[config.mk]
export PLATFORM = sky130hd
export DESIGN_NAME = multiplier_shift_add
export DESIGN_NICKNAME = d
export VERILOG_FILES = /design/src/rtl/multiplier_shift_add.sv
export SDC_FILE = /design/constraint.sdc
export NUM_CORES = 1
export LEC_CHECK = 0
export CAP_MARGIN = 20
export CELL_PAD_IN_SITES_DETAIL_PLACEMENT = 0
export CELL_PAD_IN_SITES_GLOBAL_PLACEMENT = 1
export CORE_MARGIN = 1
export CORE_UTILIZATION = 30
export CTS_CLUSTER_SIZE = 10
export DETAILED_ROUTE_END_ITERATION = 6
export DONT_BUFFER_PORTS = 1
export HOLD_SLACK_MARGIN = 0.06
export PLACE_DENSITY_LB_ADDON = 0.1
export SYNTH_ARGS = -nofsm -noshare
export SYNTH_HDL_FRONTEND = slang
export SYNTH_SLANG_ARGS = --single-unit
[constraint.sdc]
create_clock -name CLOCK -period 7.49 [get_ports CLOCK]
set_input_delay 1.498 -clock CLOCK [delete_from_list [all_inputs] [get_ports CLOCK]]
set_output_delay 1.498 -clock CLOCK [all_outputs]
set_load 0.005 [all_outputs]
[src/rtl/multiplier_shift_add.sv]
// Signed Q16.16 sequential shift-and-add multiplier.
// Multiplies the magnitudes over 32 cycles, then rounds toward zero,
// saturates to the Q16.16 range and reapplies the sign.
module multiplier_shift_add (
   input  logic        CLOCK,
   input  logic        reset,
   input  logic        START,
   input  logic [31:0] A,
   input  logic [31:0] B,
   output logic [31:0] Product,
   output logic        Finish,
   output logic        Overflow
);

   typedef enum logic [2:0] {
      S_IDLE = 3'd0,
      S_LOAD = 3'd1,
      S_MUL  = 3'd2,
      S_FIX  = 3'd3,
      S_DONE = 3'd4
   } state_t;

   state_t      r_state;
   state_t      w_next_state;

   logic [31:0] r_mcand;
   logic [31:0] r_mplier;
   logic        r_sign;
   logic [63:0] r_acc;
   logic [4:0]  r_cnt;
   logic [31:0] r_product;
   logic        r_finish;
   logic        r_overflow;

   logic [63:0] w_addend;
   logic [47:0] w_m;
   logic [31:0] w_fix_product;
   logic        w_fix_overflow;

   // Unsigned magnitude of a two's complement word; 0x80000000 maps to 2^31.
   function automatic logic [31:0] f_magnitude(input logic [31:0] v);
      logic [31:0] mag;
      if (v[31]) begin
         mag = ~v + 32'd1;
      end else begin
         mag = v;
      end
      return mag;
   endfunction

   assign w_addend = {32'd0, r_mcand} << r_cnt;
   assign w_m      = r_acc[63:16];

   // State register; reset wins over every other condition.
   always_ff @(posedge CLOCK) begin
      if (reset) begin
         r_state <= S_IDLE;
      end else begin
         r_state <= w_next_state;
      end
   end

   // Next-state decode; START only matters in IDLE and DONE.
   always_comb begin
      w_next_state = r_state;
      case (r_state)
         S_IDLE: begin
            if (START) begin
               w_next_state = S_LOAD;
            end else begin
               w_next_state = S_IDLE;
            end
         end
         S_LOAD: w_next_state = S_MUL;
         S_MUL: begin
            if (r_cnt == 5'd31) begin
               w_next_state = S_FIX;
            end else begin
               w_next_state = S_MUL;
            end
         end
         S_FIX: w_next_state = S_DONE;
         S_DONE: begin
            if (START) begin
               w_next_state = S_DONE;
            end else begin
               w_next_state = S_IDLE;
            end
         end
         default: w_next_state = S_IDLE;
      endcase
   end

   // Truncate the fractional bits, saturate to the signed range, apply the sign.
   always_comb begin
      w_fix_product  = 32'd0;
      w_fix_overflow = 1'b0;
      if (w_m == 48'd0) begin
         w_fix_product  = 32'd0;
         w_fix_overflow = 1'b0;
      end else if (!r_sign) begin
         if (w_m > 48'h0000_7FFF_FFFF) begin
            w_fix_product  = 32'h7FFF_FFFF;
            w_fix_overflow = 1'b1;
         end else begin
            w_fix_product  = w_m[31:0];
            w_fix_overflow = 1'b0;
         end
      end else begin
         if (w_m > 48'h0000_8000_0000) begin
            w_fix_product  = 32'h8000_0000;
            w_fix_overflow = 1'b1;
         end else begin
            w_fix_product  = ~w_m[31:0] + 32'd1;
            w_fix_overflow = 1'b0;
         end
      end
   end

   // Datapath: operand capture, one shift-add step per MUL cycle, result latch in FIX.
   always_ff @(posedge CLOCK) begin
      if (reset) begin
         r_mcand    <= 32'd0;
         r_mplier   <= 32'd0;
         r_sign     <= 1'b0;
         r_acc      <= 64'd0;
         r_cnt      <= 5'd0;
         r_product  <= 32'd0;
         r_overflow <= 1'b0;
         r_finish   <= 1'b0;
      end else begin
         r_finish <= (w_next_state == S_DONE);
         case (r_state)
            S_LOAD: begin
               r_mcand  <= f_magnitude(A);
               r_mplier <= f_magnitude(B);
               r_sign   <= A[31] ^ B[31];
               r_acc    <= 64'd0;
               r_cnt    <= 5'd0;
            end
            S_MUL: begin
               if (r_mplier[0]) begin
                  r_acc <= r_acc + w_addend;
               end else begin
                  r_acc <= r_acc;
               end
               r_mplier <= {1'b0, r_mplier[31:1]};
               r_cnt    <= r_cnt + 5'd1;
            end
            S_FIX: begin
               r_product  <= w_fix_product;
               r_overflow <= w_fix_overflow;
            end
            default: begin
               r_acc <= r_acc;
            end
         endcase
      end
   end

   assign Product  = r_product;
   assign Finish   = r_finish;
   assign Overflow = r_overflow;

endmodule

* Word-level counts from Yosys, hierarchy flattened
Cells that the tools add are included.
** Storage, ports and cells
- Register bits after elaboration :: 171
- Bits of input ports :: 67
- Output and inout port bits :: 34
- Word-level logic and storage cells :: 50
** Cells by class
- Add/sub/neg operators :: 5
- Order comparisons :: 2
- Equal/unequal tests :: 7
- Shifts and indexed selects :: 1
- Muxes and demuxes :: 18
- Bitwise operators :: 4
- Reductions and logical operators :: 4
** Operators by type and width (count)
- 2-to-1 mux 32 bit :: 6
- one-hot mux 64 bit (2 select lines) :: 1
- adder 32 x 1 -> 32 bit (second input constant) :: 3
- NOT 32 bit :: 3
- adder 64 bit :: 1
- 2-to-1 mux 64 bit :: 1
- one-hot mux 32 bit (2 select lines) :: 1
- left shift 32 x 5 -> 64 bit :: 1
- greater-than comparator 48 x 31 -> 1 bit (second input constant) :: 1
- greater-than comparator 48 x 32 -> 1 bit (second input constant) :: 1
- zero test 48 bit :: 1
- one-hot mux 3 bit (5 select lines) :: 1
- one-hot mux 5 bit (2 select lines) :: 1
- equality test 3 x 2 -> 1 bit (second input constant) :: 2
- equality test 3 bit (second input constant) :: 2
- 2-to-1 mux 1 bit :: 6
- adder 5 x 1 -> 5 bit (second input constant) :: 1
- equality test 5 bit (second input constant) :: 1
- equality test 3 x 1 -> 1 bit (second input constant) :: 1
- zero test 3 bit :: 1
- 2-to-1 mux 3 bit :: 1
- inequality test 2 bit (second input constant) :: 1
- AND reduction 2 bit :: 1
- nonzero test 2 bit :: 1
- XOR 1 bit :: 1

* Longest topological paths before layout
- Depth after elaboration :: 5
- Gate-level depth with buffers :: 22
- Mapped depth without buffers :: 19

* Least setup slack after synthesis
OpenSTA, ideal clock, no wires.
- Path kind :: reg2reg
- From :: register r_cnt[0]
- To :: register r_acc[58]
- Setup time :: 0.117 ns
- Arrival time :: 4.645 ns
- Required time :: 7.373 ns
- Path slack :: 2.727 ns
- Stages on the path, launching flop included :: 19
- Path buffers :: 3
- Period minus slack after synthesis :: 4.763 ns
- Path through :: dfxtp_1 clkbuf_1 buf_1 mux4_2 mux2i_1 mux2_2 nor2_1 ha_1 clkbuf_1 a211o_1 a21oi_1 nand2b_1 o2111a_1 o31ai_1 a21o_1 a31oi_2 a2111oi_1 a41oi_1 a32o_1
** On the way
- Word-level cells in the longest chain between the ends :: 4
** Ends and longest elaborated chain
- start, declared :: RTL line 30 : logic [4:0] r_cnt;
- start signal, assigned :: RTL line 148 : r_cnt <= r_cnt + 5'd1;
- left shift 32 x 5 -> 64 bit :: RTL line 51 : assign w_addend = {32'd0, r_mcand} << r_cnt;
- adder 64 bit :: RTL line 143 : r_acc <= r_acc + w_addend;
- 2-to-1 mux 64 bit :: RTL line 142 : if (r_mplier[0]) begin
- one-hot mux 64 bit (2 select lines) :: RTL line 133 : case (r_state)
- end signal, assigned :: RTL line 143
- end signal, assigned :: RTL line 145 : r_acc <= r_acc;
- end signal, assigned :: RTL line 155 : r_acc <= r_acc;
- end, declared :: RTL line 29 : logic [63:0] r_acc;
No other way between the ends. The select of a mux whose other input is x is not followed.
A chain may end at the register's enable or synchronous reset.

* Worst setup path after layout
- From :: register r_cnt[0]
- To :: register r_acc[62]
Same word-level chain as after synthesis.

==> impl_metrics.toml <==
[outcome]
run_status = "completed"

[pwr]
p_sw_frac = 0.303
leakage_uw = 0.00532
comb_power_share = 0.155
p_per_area_nw_per_um2 = 153
power_uw = 2270
power.switching_uw = 689
power.internal_uw = 1580
ir_worst_vdd_mv = 0.146
p_clk_frac = 0.418
p_seq_frac = 0.427

[synthesis]
synthTopCellsByArea = "dfxtp_1, a21oi_1, ha_1"
syn_area_um2 = 13900
synth_top_family_by_area = "compound AO/OA/AOI/OAI gates"
syn_area_per_cell_um2 = 7.72
synth-simple-area-share = 0.215
ys_warn_count = 0
netlist_instances = 1796
netlist.area_leader.share = 0.247
ys.flop_type = "dfxtp_1"
async_flop_share = 0
yosys-mux-area-fraction = 0.0914
synth_cell_types = 84
synth_most_common_cell = "nand2_1"
syn_nets = 1932
synth_adder_area_share = 0.0628
synth_xor_area_frac = 0.0758
yosysSeqAreaShare = 0.247
synth-edff-count = 0
ys_ff_latch = 171
synth_area_leader_cell = "dfxtp_1"
yosys-top-cells-count = "nand2_1, a21oi_1, dfxtp_1"
synth_compound_area_frac = 0.261

[timing]
fmax_mhz = 182
max_slew.worst_pin.slew_ns = 0.930
slew_viol_final = 0
skew_ns = 0.0134
period_needed_ns = 5.50
finalSetupViolations = 0
rsz0062_at_grt = "no"
post-route-period-util = 0.735
relSlewSlack = 0.380
setup_tns_ns = 0
hold_viol = 0

[clock_network]
cts_buffer_depth = 2
cts_sinks = 171
cts_hold_buf = 0
clk_transition_reported_paths_ns = 0.07
cts-root-buf = "clkbuf_16"
htree_levels = 4
post_cts_buffers = 0
cts_tree = "done"
post_cts_resized = 0
numCtsBuffers = 17
clk_latency_ns = 0.50

[finish]
design_area_um2 = 14800
layout-drive-gt1-share = 0.0849
multi_input_area_um2 = 9800
diodes = 0
fillers = 4968
syn2layout_area_growth_pct = 6.88
seq_area_um2 = 3430
nets = 1831

[critical_path]
path_max_fanout = 29
crit_type = "reg -> reg"
end_kind = "flip-flop"
rr_startpoint = "r_cnt[0]"
start_kind = "flip-flop"
r2r-end = "r_acc[62]"
worstPathRequired_ns = 7.86
arrival_ns = 5.88
path_cells = "buf_4, mux4_2, mux2i_1, mux2_2, o22ai_1, ha_1, nand4_1, or4_1, a21oi_1, o2111a_1, o31ai_1, a21o_1, a31oi_2, a31oi_1, nand4_1, o211ai_1"
worstRegToRegCells = 16
cpPeakStageDelay_ns = 0.59
crit_path_frequent_cell = "nand4_1"
startpoint = "r_cnt[0]"
critPathBufInv = 1
endpoint = "r_acc[62]"
r2r_slack_ns = 1.99
crit_family = "compound AO/OA/AOI/OAI gates"
slowest_stage = "mux4_2"
path_depth = 16

[place]
gp_congestion = 0.872
dpl_cell_area_um2 = 14200
io_buffer_count = 0
place_hpwl_mm = 34.5

[route]
via_per_inst = 5.51
post_drt_wl_per_cell_um = 19.8
first_iter_violations = 778
vias = 12700
drc = 0
detail-route-antenna-nets = 0
drt-total-wl_mm = 45.7
first_pass_iters = 5

[grt]
grt_pass1_vias = 12600
grt_max_degree = 145
grt_util_all_layers = 0.198
antenna_found_initial = 0
grt_pass1_wl_mm = 72.3
grt_overflow = 0

[die]
core_um2 = 45500
ios = 101
initial_core_util = 0.305
die_w_um = 217
dieArea_um2 = 47100
row_count = 78
die_h_um = 217

[run]
drv_cap = 0

[min_path]
min_path_type = "reg -> reg"
[area by class of cell]
class                      count  share of cell area
clock inverter                14              0.0117
multi-input combinational   1460               0.662
clock buffer                  18              0.0290
tap                          600              0.0507
timing repair buffer          16             0.00811
inverter                      29             0.00735
sequential                   171               0.231
[layout by cell type (no fill, tap or decap), types with 27 or more instances in the layout]
cell,Yosys,layout
ha_1,68,68
a21oi_1,205,205
a211oi_1,33,33
a22oi_1,33,33
xnor2_1,68,68
a21o_1,27,27
a22o_1,28,28
nor3_1,37,36
dfxtp_1,171,167
o21ai_0,73,73
nand3_1,58,58
xor2_1,52,52
inv_1,29,29
nor2_1,152,150
mux2i_1,50,50
nand2_1,224,224
[per-stage QoR]
step	utilization	std cells	setup slack, ns	hold slack, ns
after global placement	0.312	2276	2.04	0.450
after detailed placement	0.312	2276	2.06	0.455
after global routing	0.326	2308	1.65	0.492
after CTS	0.326	2308	2.01	0.466
final	0.326	2308	1.99	0.467
after floorplan	-	1796	2.73	0.436
[layer usage]
layer | share of wire | track usage
met5 | 0 | 0
met4 | 0.025 | 0.0711
met3 | 0.036 | 0.0380
met2 | 0.46 | 0.317
met1 | 0.48 | 0.263
[registers in the layout, indices dropped and copies added (netlist names)]
register and cells:
r_acc 64, Product 32, r_mcand 32, r_mplier 32
r_cnt 5, r_state 3, Finish 1, Overflow 1
r_sign 1
[worst min-delay path by stage]
stage | start | end | slack (ns) | depth (start not counted)
after floorplan | r_mplier[2] | r_mplier[2] | 0.44 | 2
after global placement | r_mplier[2] | r_mplier[2] | 0.45 | 2
after detailed placement | r_mplier[2] | r_mplier[2] | 0.46 | 2
after CTS | r_mplier[2] | r_mplier[2] | 0.47 | 2
after global routing | r_acc[2] | r_acc[2] | 0.49 | 2
final | r_mplier[2] | r_mplier[2] | 0.47 | 2
[cells by family (layout without fill, tap and decap cells)]
logic type	Yosys count	count (layout)
AOI/OAI and AO/OA	555	555
xor gates and xnor gates	120	120
adders and majority gates	69	69
buffers and inverters	165	77
DFF	171	171
muxes	96	96
and+or+nand+nor	620	620
[power by group through the flow]
stage / clock network, uW / registers (uW) / logic [uW]
finish: 948 / 970 / 352
global route: 1030 / 976 / 390
CTS: 993 / 970 / 356
detailed placement: 0 / 992 / 354
global placement: 0 / 991 / 355
floorplan: 0 / 974 / 290
[worst min-delay path, stage by stage (launching register included)]
cell	delay (ns)
dfxtp_1	0.32
nand2_1	0.05
a21oi_1	0.05
Power figures use the tool's default switching activity.
